--- config.mk ---
export PLATFORM = sky130hd
export DESIGN_NAME = scancode_filter
export DESIGN_NICKNAME = d
export VERILOG_FILES = /design/src/rtl/scancode_pkg.sv /design/src/rtl/event_fifo.sv /design/src/rtl/scancode_filter.sv
export SDC_FILE = /design/constraint.sdc
export NUM_CORES = 1
export LEC_CHECK = 0
export CAP_MARGIN = 0
export CORE_ASPECT_RATIO = 1.4
export CORE_MARGIN = 2
export CORE_UTILIZATION = 60
export CTS_CLUSTER_DIAMETER = 200
export CTS_CLUSTER_SIZE = 12
export DETAILED_ROUTE_END_ITERATION = 12
export DONT_BUFFER_PORTS = 1
export PLACE_DENSITY = 0.76
export SETUP_SLACK_MARGIN = 0.05
export SYNTH_ARGS = -nofsm -noshare
export SYNTH_HDL_FRONTEND = slang
export SYNTH_HIERARCHICAL = 1
export SYNTH_SLANG_ARGS = --single-unit
--- constraint.sdc ---
create_clock -name clk -period 5.1 [get_ports clk]
set_clock_uncertainty 0.1 [all_clocks]
set_input_delay 0.51 -clock clk [delete_from_list [all_inputs] [get_ports clk]]
set_output_delay 0.51 -clock clk [all_outputs]
set_load 0.005 [all_outputs]
--- src/rtl/scancode_pkg.sv ---
// Shared constants and types for the PS/2 Set-2 scancode filter.
package scancode_pkg;

   localparam logic [7:0] SC_EXT  = 8'hE0;
   localparam logic [7:0] SC_BRK  = 8'hF0;
   localparam logic [7:0] SC_BAT  = 8'hAA;
   localparam logic [7:0] SC_ERR0 = 8'h00;
   localparam logic [7:0] SC_ERR1 = 8'hFF;

   // Prefix decoder states: extended and break prefixes seen so far.
   typedef enum logic [1:0] {
      S_IDLE    = 2'd0,
      S_EXT     = 2'd1,
      S_BRK     = 2'd2,
      S_EXT_BRK = 2'd3
   } dec_state_t;

   // One decoded key event; "release" is a reserved word, hence is_release.
   typedef struct packed {
      logic       extended;
      logic       is_release;
      logic [7:0] code;
   } key_event_t;

   // Bytes the keyboard sends for errors or self-test completion; never keys.
   function automatic logic is_err_code(input logic [7:0] b);
      return (b == SC_ERR0) || (b == SC_ERR1) || (b == SC_BAT);
   endfunction

endpackage

--- src/rtl/event_fifo.sv ---
// Show-ahead FIFO with simultaneous push/pop, parametrised on depth and element type.
module event_fifo #(
   parameter int  DEPTH = 4,
   parameter type T     = logic [7:0]
) (
   input  logic clk,
   input  logic rst_n,
   input  logic push,
   input  logic pop,
   input  T     wr_data,
   output T     rd_data,
   output logic valid,
   output logic full
);

   localparam int PW = $clog2(DEPTH);
   localparam int CW = PW + 1;

   T              mem_r [DEPTH];
   logic [PW-1:0] wr_ptr_r;
   logic [PW-1:0] rd_ptr_r;
   logic [CW-1:0] count_r;
   logic          full_s;
   logic          rd_en_s;
   logic          wr_en_s;

   assign full_s  = (count_r == CW'(DEPTH));
   assign rd_en_s = pop && (count_r != '0);
   // A full FIFO still accepts a write when the head leaves in the same cycle.
   assign wr_en_s = push && (!full_s || rd_en_s);

   // Storage array; cleared on reset so the head reads zero when empty.
   always_ff @(posedge clk or negedge rst_n) begin
      if (!rst_n) begin
         for (int i = 0; i < DEPTH; i++) begin
            mem_r[i] <= '0;
         end
      end else if (wr_en_s) begin
         mem_r[wr_ptr_r] <= wr_data;
      end
   end

   // Pointers wrap modulo DEPTH; occupancy tracks push/pop combinations.
   always_ff @(posedge clk or negedge rst_n) begin
      if (!rst_n) begin
         wr_ptr_r <= '0;
         rd_ptr_r <= '0;
         count_r  <= '0;
      end else begin
         if (wr_en_s) begin
            wr_ptr_r <= wr_ptr_r + PW'(1);
         end
         if (rd_en_s) begin
            rd_ptr_r <= rd_ptr_r + PW'(1);
         end
         case ({wr_en_s, rd_en_s})
            2'b10:   count_r <= count_r + CW'(1);
            2'b01:   count_r <= count_r - CW'(1);
            default: count_r <= count_r;
         endcase
      end
   end

   assign rd_data = mem_r[rd_ptr_r];
   assign valid   = (count_r != '0);
   assign full    = full_s;

endmodule

--- src/rtl/scancode_filter.sv ---
// PS/2 Set-2 scancode decoder with typematic filtering and an event FIFO.
module scancode_filter
   import scancode_pkg::*;
#(
   parameter int DEPTH       = 4,
   parameter int REPEAT_MODE = 0
) (
   input  logic       clk,
   input  logic       rst_n,
   input  logic       code_valid,
   input  logic [7:0] code,
   input  logic       evt_ready,
   input  logic       ovf_clr,
   output logic       evt_valid,
   output logic [7:0] evt_code,
   output logic       evt_release,
   output logic       evt_extended,
   output logic       overflow
);

   dec_state_t state_r;
   dec_state_t next_state_s;
   logic       gen_s;
   logic       err_s;
   key_event_t ev_s;

   logic [8:0] held_key_r;
   logic       held_valid_r;
   logic       key_match_s;
   logic       repeat_drop_s;
   logic       emit_s;

   logic       push_r;
   key_event_t push_ev_r;

   key_event_t head_s;
   logic       fifo_valid_s;
   logic       fifo_full_s;
   logic       pop_s;
   logic       ovf_set_s;
   logic       overflow_r;

   // Prefix decode: classify the incoming byte and form a key event.
   always_comb begin
      next_state_s = state_r;
      gen_s        = 1'b0;
      err_s        = 1'b0;
      ev_s         = '0;
      if (code_valid) begin
         if (is_err_code(code)) begin
            next_state_s = S_IDLE;
            err_s        = 1'b1;
         end else if (code == SC_EXT) begin
            next_state_s = S_EXT;
         end else if (code == SC_BRK) begin
            case (state_r)
               S_IDLE:  next_state_s = S_BRK;
               S_EXT:   next_state_s = S_EXT_BRK;
               default: next_state_s = state_r;
            endcase
         end else begin
            gen_s           = 1'b1;
            ev_s.extended   = (state_r == S_EXT) || (state_r == S_EXT_BRK);
            ev_s.is_release = (state_r == S_BRK) || (state_r == S_EXT_BRK);
            ev_s.code       = code;
            next_state_s    = S_IDLE;
         end
      end else begin
         next_state_s = state_r;
      end
   end

   assign key_match_s   = ({ev_s.extended, ev_s.code} == held_key_r);
   assign repeat_drop_s = (REPEAT_MODE == 0) && held_valid_r && key_match_s;
   assign emit_s        = gen_s && (ev_s.is_release || !repeat_drop_s);

   // Decoder state register.
   always_ff @(posedge clk or negedge rst_n) begin
      if (!rst_n) begin
         state_r <= S_IDLE;
      end else begin
         state_r <= next_state_s;
      end
   end

   // Held-key tracking for typematic repeat suppression.
   always_ff @(posedge clk or negedge rst_n) begin
      if (!rst_n) begin
         held_key_r   <= 9'd0;
         held_valid_r <= 1'b0;
      end else if (err_s) begin
         held_valid_r <= 1'b0;
      end else if (gen_s && !ev_s.is_release && !repeat_drop_s) begin
         held_key_r   <= {ev_s.extended, ev_s.code};
         held_valid_r <= 1'b1;
      end else if (gen_s && ev_s.is_release && key_match_s) begin
         held_valid_r <= 1'b0;
      end
   end

   // Decode stage register feeding the FIFO write one cycle later.
   always_ff @(posedge clk or negedge rst_n) begin
      if (!rst_n) begin
         push_r    <= 1'b0;
         push_ev_r <= '0;
      end else begin
         push_r    <= emit_s;
         push_ev_r <= ev_s;
      end
   end

   assign pop_s = fifo_valid_s && evt_ready;

   event_fifo #(
      .DEPTH (DEPTH),
      .T     (key_event_t)
   ) u_fifo (
      .clk     (clk),
      .rst_n   (rst_n),
      .push    (push_r),
      .pop     (pop_s),
      .wr_data (push_ev_r),
      .rd_data (head_s),
      .valid   (fifo_valid_s),
      .full    (fifo_full_s)
   );

   assign ovf_set_s = push_r && fifo_full_s && !pop_s;

   // Sticky overflow flag; a set in the same cycle as a clear wins.
   always_ff @(posedge clk or negedge rst_n) begin
      if (!rst_n) begin
         overflow_r <= 1'b0;
      end else if (ovf_set_s) begin
         overflow_r <= 1'b1;
      end else if (ovf_clr) begin
         overflow_r <= 1'b0;
      end
   end

   assign evt_valid    = fifo_valid_s;
   assign evt_code     = head_s.code;
   assign evt_release  = head_s.is_release;
   assign evt_extended = head_s.extended;
   assign overflow     = overflow_r;

endmodule

# [Yosys cells after proc, flatten, opt, wreduce, memory -nomap -nowiden]
# Index checks and enable logic that the tools add are counted.
[totals] out_inout_bits=12 reg_bits=71 elab_cells=101
[classes] order_cmp=3 n_eq_ne=12 addsub=4 muxes=26 reduce_logical=30 n_bitwise=3
[op_table] cell="10-bit 2-to-1 mux" n=7
[op_table] cell="40-bit bitwise mux" n=1
[op_table] cell="8-bit == test (second input constant)" n=4
[op_table] cell="10-bit binary-select mux with 2-bit select" n=1
[op_table] cell="10-bit demux with 2-bit select" n=1
[op_table] cell="1-bit logical AND" n=12
[op_table] cell="1-bit 2-to-1 mux" n=11
[op_table] cell="9-bit == test" n=1
[op_table] cell="8-bit logical NOT" n=1
[op_table] cell="2-bit == test (second input constant)" n=3
[op_table] cell="3-bit >= comparator (second input constant)" n=2
[op_table] cell="1-bit logical OR" n=6
[op_table] cell="2-bit 2-to-1 mux" n=3
[op_table] cell="2-bit NOT with 3-bit output" n=2
[op_table] cell="3-bit case mux with 2 select lines" n=1
[op_table] cell="3-bit nonzero test" n=2
[op_table] cell="5-bit by 3-bit inequality test with 1-bit output (second input constant)" n=1
[op_table] cell="2-bit by 1-bit adder with 2-bit output (second input constant)" n=2
[op_table] cell="2-bit by 1-bit == test with 1-bit output (second input constant)" n=2
[op_table] cell="1-bit logical NOT" n=4
[op_table] cell="2-bit case mux with 2 select lines" n=1
[op_table] cell="2-bit AND reduction" n=2
[op_table] cell="2-bit nonzero test" n=2
[op_table] cell="3-bit by 1-bit adder with 3-bit output (second input constant)" n=1
[op_table] cell="5 further kinds" n=5

# [Depth between registers and ports, before layout]
# Gate-level depths: netlist (run 1).
[depth] word_depth=12 ltp_mapped=10 mapped_depth_nobuf=10

# [Hierarchy]
# The synthesis (run 1) kept the hierarchy.
[by_module_without_submodules] mod="event_fifo" cells_per_inst=133 area_each_um2=2139.6 instances=1
[by_module_without_submodules] mod="scancode_filter" cells_per_inst=118 area_each_um2=1241.2 instances=1

# [Least setup slack after synthesis (run 1)]
# Ideal clock, no wire load.
[synth_path] path_type="register to register" from="register u_fifo.count_r[1]" to="register u_fifo.count_r[2]" stages_incl_launch_ff=11 path_buffers=0 slack_ps=2281 required_time_ps=4921 setup_time_ps=79 arrival_time_ps=2640 path_cell_list="dfrtp_1 or3_2 and2_1 nor4b_4 or2b_2 ha_1 inv_1 fa_1 xor2_1 nor2_1 xor2_1"
[synth_between] elab_chain_len=7 elab_cells_between_ends=13 classes_between="add/sub: 2; eq/ne: 3; mux: 1; reduce/logical: 7"
[synth_rtl] element="start, declared" line="event_fifo.sv:22" rtl="logic [CW-1:0] count_r;"
[synth_rtl] element="start signal, assigned" line="event_fifo.sv:57" rtl="2'b10: count_r <= count_r + CW'(1);"
[synth_rtl] element="start signal, assigned" line="event_fifo.sv:58" rtl="2'b01: count_r <= count_r - CW'(1);"
[synth_rtl] element="start signal, assigned" line="event_fifo.sv:59" rtl="default: count_r <= count_r;"
[synth_rtl] element="3-bit nonzero test (*)" line="event_fifo.sv:65" rtl="assign valid = (count_r != '0);"
[synth_rtl] element="net evt_valid" line="scancode_filter.sv:14" rtl="output logic evt_valid,"
[synth_rtl] element="1-bit logical AND (*)" line="scancode_filter.sv:112" rtl="assign pop_s = fifo_valid_s && evt_ready;"
[synth_rtl] element="net pop_s" line="scancode_filter.sv:39" rtl="logic pop_s;"
[synth_rtl] element="1-bit logical AND (*)" line="event_fifo.sv:28" rtl="assign rd_en_s = pop && (count_r != '0);"
[synth_rtl] element="1-bit logical OR" line="event_fifo.sv:30" rtl="assign wr_en_s = push && (!full_s || rd_en_s);"
[synth_rtl] element="1-bit logical AND" line="event_fifo.sv:30"
[synth_rtl] element="2-bit by 1-bit == test with 1-bit output or 2-bit == test (tied branches)" line="event_fifo.sv:56" rtl="case ({wr_en_s, rd_en_s})"
[synth_rtl] element="3-bit case mux with 2 select lines or 2-bit nonzero test (tied branches)"
# Mark *: on every way through the listed nets, which the timed path passes. The rest lies on a longest branch.
# A chain may end at the register's enable or synchronous reset.

# [Worst setup path in the final report (run 1)]
[layout_path] from="register u_fifo.count_r[0]" to="register u_fifo.count_r[2]"
# Same word-level chain as after synthesis.

==> results of run 1 <==
[flip-flops by register name, summed over array words and instances, names as in the netlist]
signal	count
u_fifo/count_r	3
u_fifo/mem_r	40
u_fifo/rd_ptr_r	2
overflow	1
held_key_r	9
push_r	1
held_valid_r	1
u_fifo/wr_ptr_r	2
state_r	2
push_ev_r	10
[worst max-delay path by stage]
stage | startpoint | to | slack, ns | cells past startpoint
2_1_floorplan | u_fifo/count_r[1]$_DFFE_PN0P_ | u_fifo/count_r[2]$_DFFE_PN0P_ | 2.28 | 10
3_3_place_gp | u_fifo/count_r[0]$_DFFE_PN0P_ | u_fifo/count_r[2]$_DFFE_PN0P_ | 2.14 | 10
3_5_place_dp | u_fifo/count_r[0]$_DFFE_PN0P_ | u_fifo/count_r[2]$_DFFE_PN0P_ | 2.08 | 10
4_1_cts | u_fifo/count_r[0]$_DFFE_PN0P_ | u_fifo/count_r[2]$_DFFE_PN0P_ | 2.05 | 10
5_1_grt | u_fifo/count_r[0]$_DFFE_PN0P_ | u_fifo/count_r[2]$_DFFE_PN0P_ | 1.91 | 10
6_report | u_fifo/count_r[0]$_DFFE_PN0P_ | u_fifo/count_r[2]$_DFFE_PN0P_ | 2.08 | 10
[cell type report]
| class | instances | area [um^2] | area share [%] |
|---|---|---|---|
| clock inverter | 6 | 109 | 2.94 |
| multi-input combinational | 161 | 1530 | 41.2 |
| inverter | 12 | 45.0 | 1.22 |
| clock buffer | 10 | 128 | 3.44 |
| timing repair buffer | 2 | 37.5 | 1.01 |
| sequential | 71 | 1780 | 47.9 |
| tap | 68 | 85.1 | 2.30 |
[cell usage after synthesis (all sizes together), types with 4 or more instances]
library cell / n
a21oi: 4
and2: 4
and3: 6
buf: 4
dfrtp: 71
ha: 5
inv: 12
mux2: 49
mux4: 10
nand2: 13
nor2: 14
o22ai: 5
xor2: 6
[routing by layer]
layer / wire length (um) / GRT usage [%]
met1: 2550 / 26.6
met2: 2910 / 34.3
met3: 274 / 5.22
met4: 146 / 11.1
met5: 0 / 0
[cell usage in the layout, fill, tap and decap left out, drive strengths merged, types with 5 or more instances in the layout]
cell    count
nor2       14
mux4       10
xor2        6
and3        6
dfrtp      71
clkbuf     10
inv        12
ha          5
o22ai       5
mux2       49
nand2      13
[kinds of logic after synthesis]
kind of cell               synth area share (%)
muxes                                      23.4
DFF                                        52.6
AOI/OAI and AO/OA                          6.88
adders and majority gates                  2.44
xor gates and xnor gates                   2.33
buffers and inverters                      2.33
and+or+nand+nor                            10.1
[through the flow]
step                hold WS [ns]  total power [uW]  util (%)
global placement           0.116              1390      62.6
CTS                        0.135              1960      67.6
global route               0.140              2050      67.6
finish                     0.145              1930      67.6
detailed placement         0.116              1410      62.6
floorplan                  0.114              1300         -
[report_power, final]
part	internal, uW	switching (uW)	leakage, uW
combinational	318	207	0.000637
clock	324	202	0.000120
sequential	732	150	0.000909
==> metrics.cfg, run 1 <==
[worst_setup_path]
crit_required_ns=5.26
worstPathArrival_ns=3.18
crit_top_cell=xor2_1
crit_path_end_kind=flop
worst-setup-path-type=flop to flop
cpPeakStageDelay_ns=0.50
r2r_end=u_fifo/count_r[2]$_DFFE_PN0P_
cp_cell_sequence=or3_2 -> and2_1 -> nor4b_4 -> or2b_2 -> ha_1 -> inv_1 -> fa_1 -> xor2_1 -> nor2_1 -> xor2_1
critPathBufInv=1
worstSetupStartpointType=flop
cpLargestDelayFamily=simple AND/OR/NAND/NOR gates
ff2ff_path_depth=10
critPathMaxFanout=5
reg2reg_slack_ns=2.08
critPathSlowestCell=or3_2
r2r-start=u_fifo/count_r[0]$_DFFE_PN0P_

[floorplanning]
fp.dieArea_um2=6260
die_x_um=67.4
die_y_um=92.8
initial_utilization_pct=61.6
core-area_um2=5490
core.rowCount=32
ios=25

[global_routing]
grt_pass1_vias=2097
grt_max_degree=72
gr-usage-all-layers_pct=21.5
globalRouteOverflowTotal=0
antenna_found_initial=0
grt_pass1_wl_mm=9.85

[synth]
synth_cell_types=50
netlist_area_um2=3380
avgSynthCellArea_um2=13.5
yosysSeqAreaShare_pct=52.6
ys_warn_count=6
yosysTopAreaCell=dfrtp_1
synth_edf_count=0
ys.flop_type=dfrtp_1
synth-seq-cells=71
synth_area_leaders=dfrtp_1, mux2_2, mux4_2
synth_async_sr_flop_share_pct=100
synthCells=251
synth_top_area_share_pct=52.6
synth_nets=270

[min_path]
min_path_cells=1
holdPathEnd=state_r[0]$_DFFE_PN0P_
hold_start=code_valid
hold_class=input port to flop

[sta]
hold_violations=0
rsz0062_at_grt=no
worst_pin_slew_ns=0.776
finalMaxSlewViolations=0
finalWorstSetupSlack_ns=2.08
clock.fmax_mhz=331
fin_tns_setup_ns=0
slew_headroom_pct=47.5
fin_crit_sh_pct=59.3
setup_viol=0
fin_crit_ns=3.02

[clock_tree]
cts_resized=0
post_cts_buffers=0
clock_latency_ns=0.34
cts.clk_slew.worst_paths_ns=0.07
clock-sinks=71
numCtsBuffers=9
cts-root-buf=clkbuf_8
cts_htree_levels=3
hold_buffers=2
cts_buffer_depth=2
cts_tree=yes

[placement]
hpwl_mm=3.99
pre_cts_ws_ns=2.08
placed_cells=312
place_area_um2=3430
io_buffers=0
place_congestion=0.896

[layout]
nNetsFinal=276
final_cell_area_um2=3710
antenna_cells=0
layout-drive-gt1-share_pct=33.2
layout.cells.non_filler=330
nFillCells=395
synthToLayoutAreaGrowth_pct=9.62

[run]
cap_violations=0

[power]
power_density_nw_per_um2=522
irDropWorstVdd_mv=0.210
cellLeakagePower_uw=0.00167

[route]
drt_iter0_markers=145
viasPerCell=6.08
wl_per_cell_um=17.8
wl_mm=5.88
dr.pass1.iters=5
num_vias=2007
ant_nets=0
drc=0

[status]
status=finished, final reports clean

(Power assumes the default switching activity.)
==> run 2, diff against run 1 <==
clock period = 3.1 ns   (was 5.1 ns; I/O delays follow)
==> metrics.cfg, run 2 (synthesized netlist as in run 1, its figures left out) <==
[placement]
io_buffers=0
placed_cells=314
pre_cts_ws_ns=0.223
hpwl_mm=4.10
place_congestion=0.892

[clock_tree]
cts_tree=yes
cts.clk_slew.worst_paths_ns=0.07
post_cts_buffers=0
numCtsBuffers=9
clock_latency_ns=0.33
cts_htree_levels=3
clock-sinks=71
cts_buffer_depth=2
cts-root-buf=clkbuf_8

[worst_setup_path]
cp_cell_sequence=or3_2 -> and2_1 -> nor4b_4 -> or2b_2 -> ha_1 -> inv_1 -> fa_1 -> xor2_1 -> nor2_1 -> xor2_1
worstPathArrival_ns=3.02
worstSetupStartpointType=flop
crit_required_ns=3.26
cpPeakStageDelay_ns=0.51
worst-setup-path-type=flop to flop
critPathSlowestCell=or3_2
critPathMaxFanout=4
crit_path_end_kind=flop
crit_top_cell=xor2_1
reg2reg_slack_ns=0.23

[layout]
mostFrequentLayoutCells=dfrtp_1, mux2_2, nand2_1, inv_1, clkbuf_8
final_common_cell=dfrtp_1
synthToLayoutAreaGrowth_pct=10.0
layout-drive-gt1-share_pct=33.1
layout.cells.non_filler=337
top_regs=u_fifo/mem_r: 40 flops, push_ev_r: 10 flops, held_key_r: 9 flops
largest_reg_flops=40
top_register=u_fifo/mem_r
antenna_cells=0
nNetsFinal=283

[route]
drc=0
viasPerCell=6.01
wl_mm=6.13
dr.pass1.iters=6
drt_iter0_markers=153
wl_per_cell_um=18.2
num_vias=2026
ant_nets=0

[global_routing]
globalRouteOverflowTotal=0
grt_pass1_vias=2228
grt_pass1_wl_mm=10.6
antenna_found_initial=0
grt_max_degree=72
gr-usage-all-layers_pct=22.9

[floorplanning]
core-area_um2=5490
fp.dieArea_um2=6260
die_x_um=67.4
ios=25
die_y_um=92.8
initial_utilization_pct=61.6
core.rowCount=32

[power]
irDropWorstVdd_mv=0.386
cellLeakagePower_uw=0.00167
power_density_nw_per_um2=808
fin_total_pwr_uw=3000

[sta]
finalWorstSetupSlack_ns=0.233
finalMaxSlewViolations=0
worst_pin_slew_ns=0.716
rsz0062_at_grt=no
fin_crit_sh_pct=92.5
hold_ws_ns=0.0255
slew_headroom_pct=51.9
hold_violations=0
setup_viol=0
clock.fmax_mhz=349
fin_tns_setup_ns=0
fin_crit_ns=2.87

[run]
cap_violations=0

[min_path]
hold_class=input port to flop

[status]
status=finished, final reports clean

## run 2: changes by cell type in the layout (fill, tap and decap cells not counted)
| cell | before | now |
|---|---|---|
| clkbuf_8 | 9 | 11 |
| dlygate4sd3_1 | 1 | 6 |
| clkinv_2 | 2 | 1 |
| buf_4 | 0 | 2 |
| clkinvlp_4 | 0 | 1 |
| clkinv_4 | 1 | 2 |
| bufinv_16 | 3 | 0 |
## run 2: area by class of cell
type | instances | area (um^2)
Clock buffer | 12 | 155
Fill cell | 395 | 1770
Inverter | 12 | 45.0
Sequential cell | 71 | 1780
Tap cell | 68 | 85.1
Multi-Input combinational cell | 161 | 1530
Clock inverter | 4 | 30.0
Timing Repair Buffer | 9 | 103
## run 2: worst max-delay path: cells and delay by family, from the launching register on
kind	cells	cell delay [ns]
AND/OR/NAND/NOR	5	1.30
adder cells (fa/ha/maj)	2	0.55
flip-flops	1	0.44
XOR/XNOR	2	0.33
buffers and inverters	1	0.06
## run 2: metal layers
layer  vias up  part of all wire, %  global-route usage (%)
li1        942                    -                       -
met1      1027                   43                    28.8
met2        44                   51                    36.2
met3        13                  3.8                    6.08
met4         0                  2.7                    10.7
met5         -                    0                       0
## run 2: stage by stage
stage               utilization [%]  area, um^2
global route                   67.8        3720
global placement               62.8        3450
floorplan                         -        3380
finish                         67.8        3720
CTS                            67.8        3720
detailed placement             62.8        3450
## run 2: report_power, final
group / switching [uW] / internal (uW) / leakage [uW]
Clock: 330 / 336 / 0.0000926
Combinational: 350 / 535 / 0.000668
Sequential: 249 / 1210 / 0.000909
Total: 929 / 2080 / 0.00167
## run 2: path summary, 6_finish.rpt
check                           cells after the start                     startpoint                             to
worst max-delay path                               10  u_fifo/count_r[1]$_DFFE_PN0P_  u_fifo/count_r[2]$_DFFE_PN0P_
worst min-delay path                                2                        code[4]         state_r[1]$_DFFE_PN0P_
worst max register to register                     10  u_fifo/count_r[1]$_DFFE_PN0P_  u_fifo/count_r[2]$_DFFE_PN0P_
worst min register to register                      1   u_fifo/mem_r[16]$_DFFE_PN0P_   u_fifo/mem_r[16]$_DFFE_PN0P_
max in group asynchronous                           2                          rst_n      held_key_r[6]$_DFFE_PN0P_
min in group asynchronous                           2                          rst_n   u_fifo/mem_r[21]$_DFFE_PN0P_
## run 2: timing repair
action | 4_1_cts | 5_1_grt
gates resized for setup | 0 | 0
endpoints found under the hold margin | 77 | 0
hold buffers | 7 | 0
setup endpoints to repair | 0 | 0
==> run 3, diff against run 2 <==
CORE_ASPECT_RATIO = default   (was 1.4)
SYNTH_HIERARCHICAL = default   (was 1)
==> metrics.cfg, run 3 <==
[status]
status=finished, final reports clean

[sta]
setup_viol=0
fin_crit_ns=2.43
fin_crit_sh_pct=78.3
rsz0062_at_grt=no
clock.fmax_mhz=412
slew_headroom_pct=51.8
hold_violations=0
finalMaxSlewViolations=0
fin_tns_setup_ns=0
hold_ws_ns=0.0211
worst_pin_slew_ns=0.723

[layout]
synthToLayoutAreaGrowth_pct=10.1
mostFrequentLayoutCells=dfrtp_1, mux2_2, nand2_1, inv_1, clkbuf_8
largest_reg_flops=40
top_regs=u_fifo.mem_r: 40 flops, push_ev_r: 10 flops, held_key_r: 9 flops
final_common_cell=dfrtp_1
layout-drive-gt1-share_pct=36.5
top_register=u_fifo.mem_r
nNetsFinal=263
antenna_cells=0

[min_path]
hold_start=code[3]
holdPathEnd=push_ev_r[3]$_DFF_PN0_
hold_class=input port to flop
min_path_cells=2

[route]
drc=0
num_vias=1897
wl_mm=5.69
ant_nets=0
drt_iter0_markers=149
wl_per_cell_um=17.7
top_layer=met4
wl_met2_mm=2.71
dr_wl_met3_um=184
dr.pass1.iters=4
drt-met1-wl_mm=2.70
viasPerCell=5.91

[synth]
avgSynthCellArea_um2=14.2
synth_edf_count=0
synth_area_leaders=dfrtp_1, mux2_2, mux4_2
synth_top_area_share_pct=53.3
ys_warn_count=0
synth.most_common_cell=dfrtp_1
synth_cell_types=49
synth-seq-cells=71
synth_commonest_cells=dfrtp_1, mux2_2, nand2_1
synth_async_sr_flop_share_pct=100
synth_nets=253
synthCells=234
yosysTopAreaCell=dfrtp_1
yosysSeqAreaShare_pct=53.3
netlist_area_um2=3330
ys.flop_type=dfrtp_1

[worst_setup_path]
cpPeakStageDelay_ns=0.43
critPathMaxFanout=8
crit_required_ns=3.26
critPathBufInv=2
ff2ff_path_depth=9
cp_cell_sequence=nor4b_1 -> nor2b_1 -> inv_1 -> ha_1 -> inv_1 -> fa_1 -> xor2_1 -> nor2_1 -> xor2_1
r2r_end=u_fifo.count_r[2]$_DFFE_PN0P_
cpLargestDelayFamily=simple AND/OR/NAND/NOR gates
worst-setup-path-type=flop to flop
worstPathArrival_ns=2.58
crit_path_end_kind=flop
r2r-start=u_fifo.count_r[0]$_DFFE_PN0P_
critPathSlowestCell=nor4b_1
reg2reg_slack_ns=0.67
worstSetupStartpointType=flop

[global_routing]
antenna_found_initial=0
grt_pass1_wl_mm=9.87
grt_pass1_vias=1963
grt_max_degree=72
gr-usage-all-layers_pct=21.1
globalRouteOverflowTotal=0

[clock_tree]
cts_buffer_depth=2
hold_buffers=4
clock_latency_ns=0.34
clock-sinks=71
cts.clk_slew.worst_paths_ns=0.07
cts_htree_levels=3
cts_resized=0
cts_tree=yes
numCtsBuffers=9
post_cts_buffers=0
cts-root-buf=clkbuf_8

[floorplanning]
core-area_um2=5440
die_x_um=78.5
initial_utilization_pct=61.2
ios=25
fp.dieArea_um2=6160
die_y_um=78.5
core.rowCount=27

[power]
irDropWorstVdd_mv=0.519
power_density_nw_per_um2=828
cellLeakagePower_uw=0.00168

[placement]
hpwl_mm=3.84
place_congestion=0.911
io_buffers=0

[run]
cap_violations=0

==> run 3: layout make-up <==
type                            instances  area, um^2
Tap cell                               72        90.1
Clock buffer                           13         159
Sequential cell                        71        1780
Clock inverter                          3        65.1
Fill cell                             383        1770
Inverter                               13        48.8
Multi-Input combinational cell        145        1470
Timing Repair Buffer                    4        57.6
==> run 3: logic make-up (layout without fill, tap and decap cells) <==
family | Yosys count | in the layout | share of synthesized area [%]
AO/OA/AOI/OAI | 20 | 20 | 5.11
XOR/XNOR | 7 | 7 | 1.84
adder cells (fa/ha/maj) | 6 | 6 | 2.48
buffers and inverters | 18 | 33 | 2.48
flip-flops | 71 | 71 | 53.3
multiplexers | 61 | 61 | 24.7
AND/OR/NAND/NOR | 51 | 51 | 10.0
==> run 3: worst max path at each step <==
stage                                       start                            end  slack, ns  cells past startpoint
detailed placement                        code[0]      held_key_r[0]$_DFFE_PN0P_       0.55                      7
finish              u_fifo.count_r[0]$_DFFE_PN0P_  u_fifo.count_r[2]$_DFFE_PN0P_       0.67                      9
CTS                 u_fifo.count_r[0]$_DFFE_PN0P_  u_fifo.count_r[2]$_DFFE_PN0P_       0.67                      9
global placement                          code[0]      held_key_r[3]$_DFFE_PN0P_       0.60                      7
global route        u_fifo.count_r[0]$_DFFE_PN0P_  u_fifo.count_r[2]$_DFFE_PN0P_       0.42                      9
floorplan                                 code[1]      held_key_r[0]$_DFFE_PN0P_       0.72                      7
==> run 3: through the flow <==
stage / setup slack [ns] / cells / total power, uW / utilization [%] / instance area (um^2)
final: 0.671 / 321 / 3040 / 67.4 / 3670
after floorplan: 0.720 / 234 / 2060 / - / 3330
after global routing: 0.425 / 321 / 3220 / 67.4 / 3670
after global placement: 0.599 / 301 / 2190 / 62.3 / 3390
after detailed placement: 0.546 / 301 / 2230 / 62.3 / 3390
after CTS: 0.670 / 321 / 3070 / 67.4 / 3670
==> run 3: where the power goes <==
part | total (uW) | internal (uW) | switching (uW)
Combinational | 799 | 490 | 309
Clock | 819 | 497 | 322
Sequential | 1420 | 1200 | 220
Total | 3040 | 2190 | 851
==> run 3: layer usage <==
metal / up-vias / global-route usage (%)
li1: 881 / -
met1: 971 / 30.8
met2: 35 / 32.1
met3: 10 / 4.14
met4: 0 / 7.37
met5: - / 0
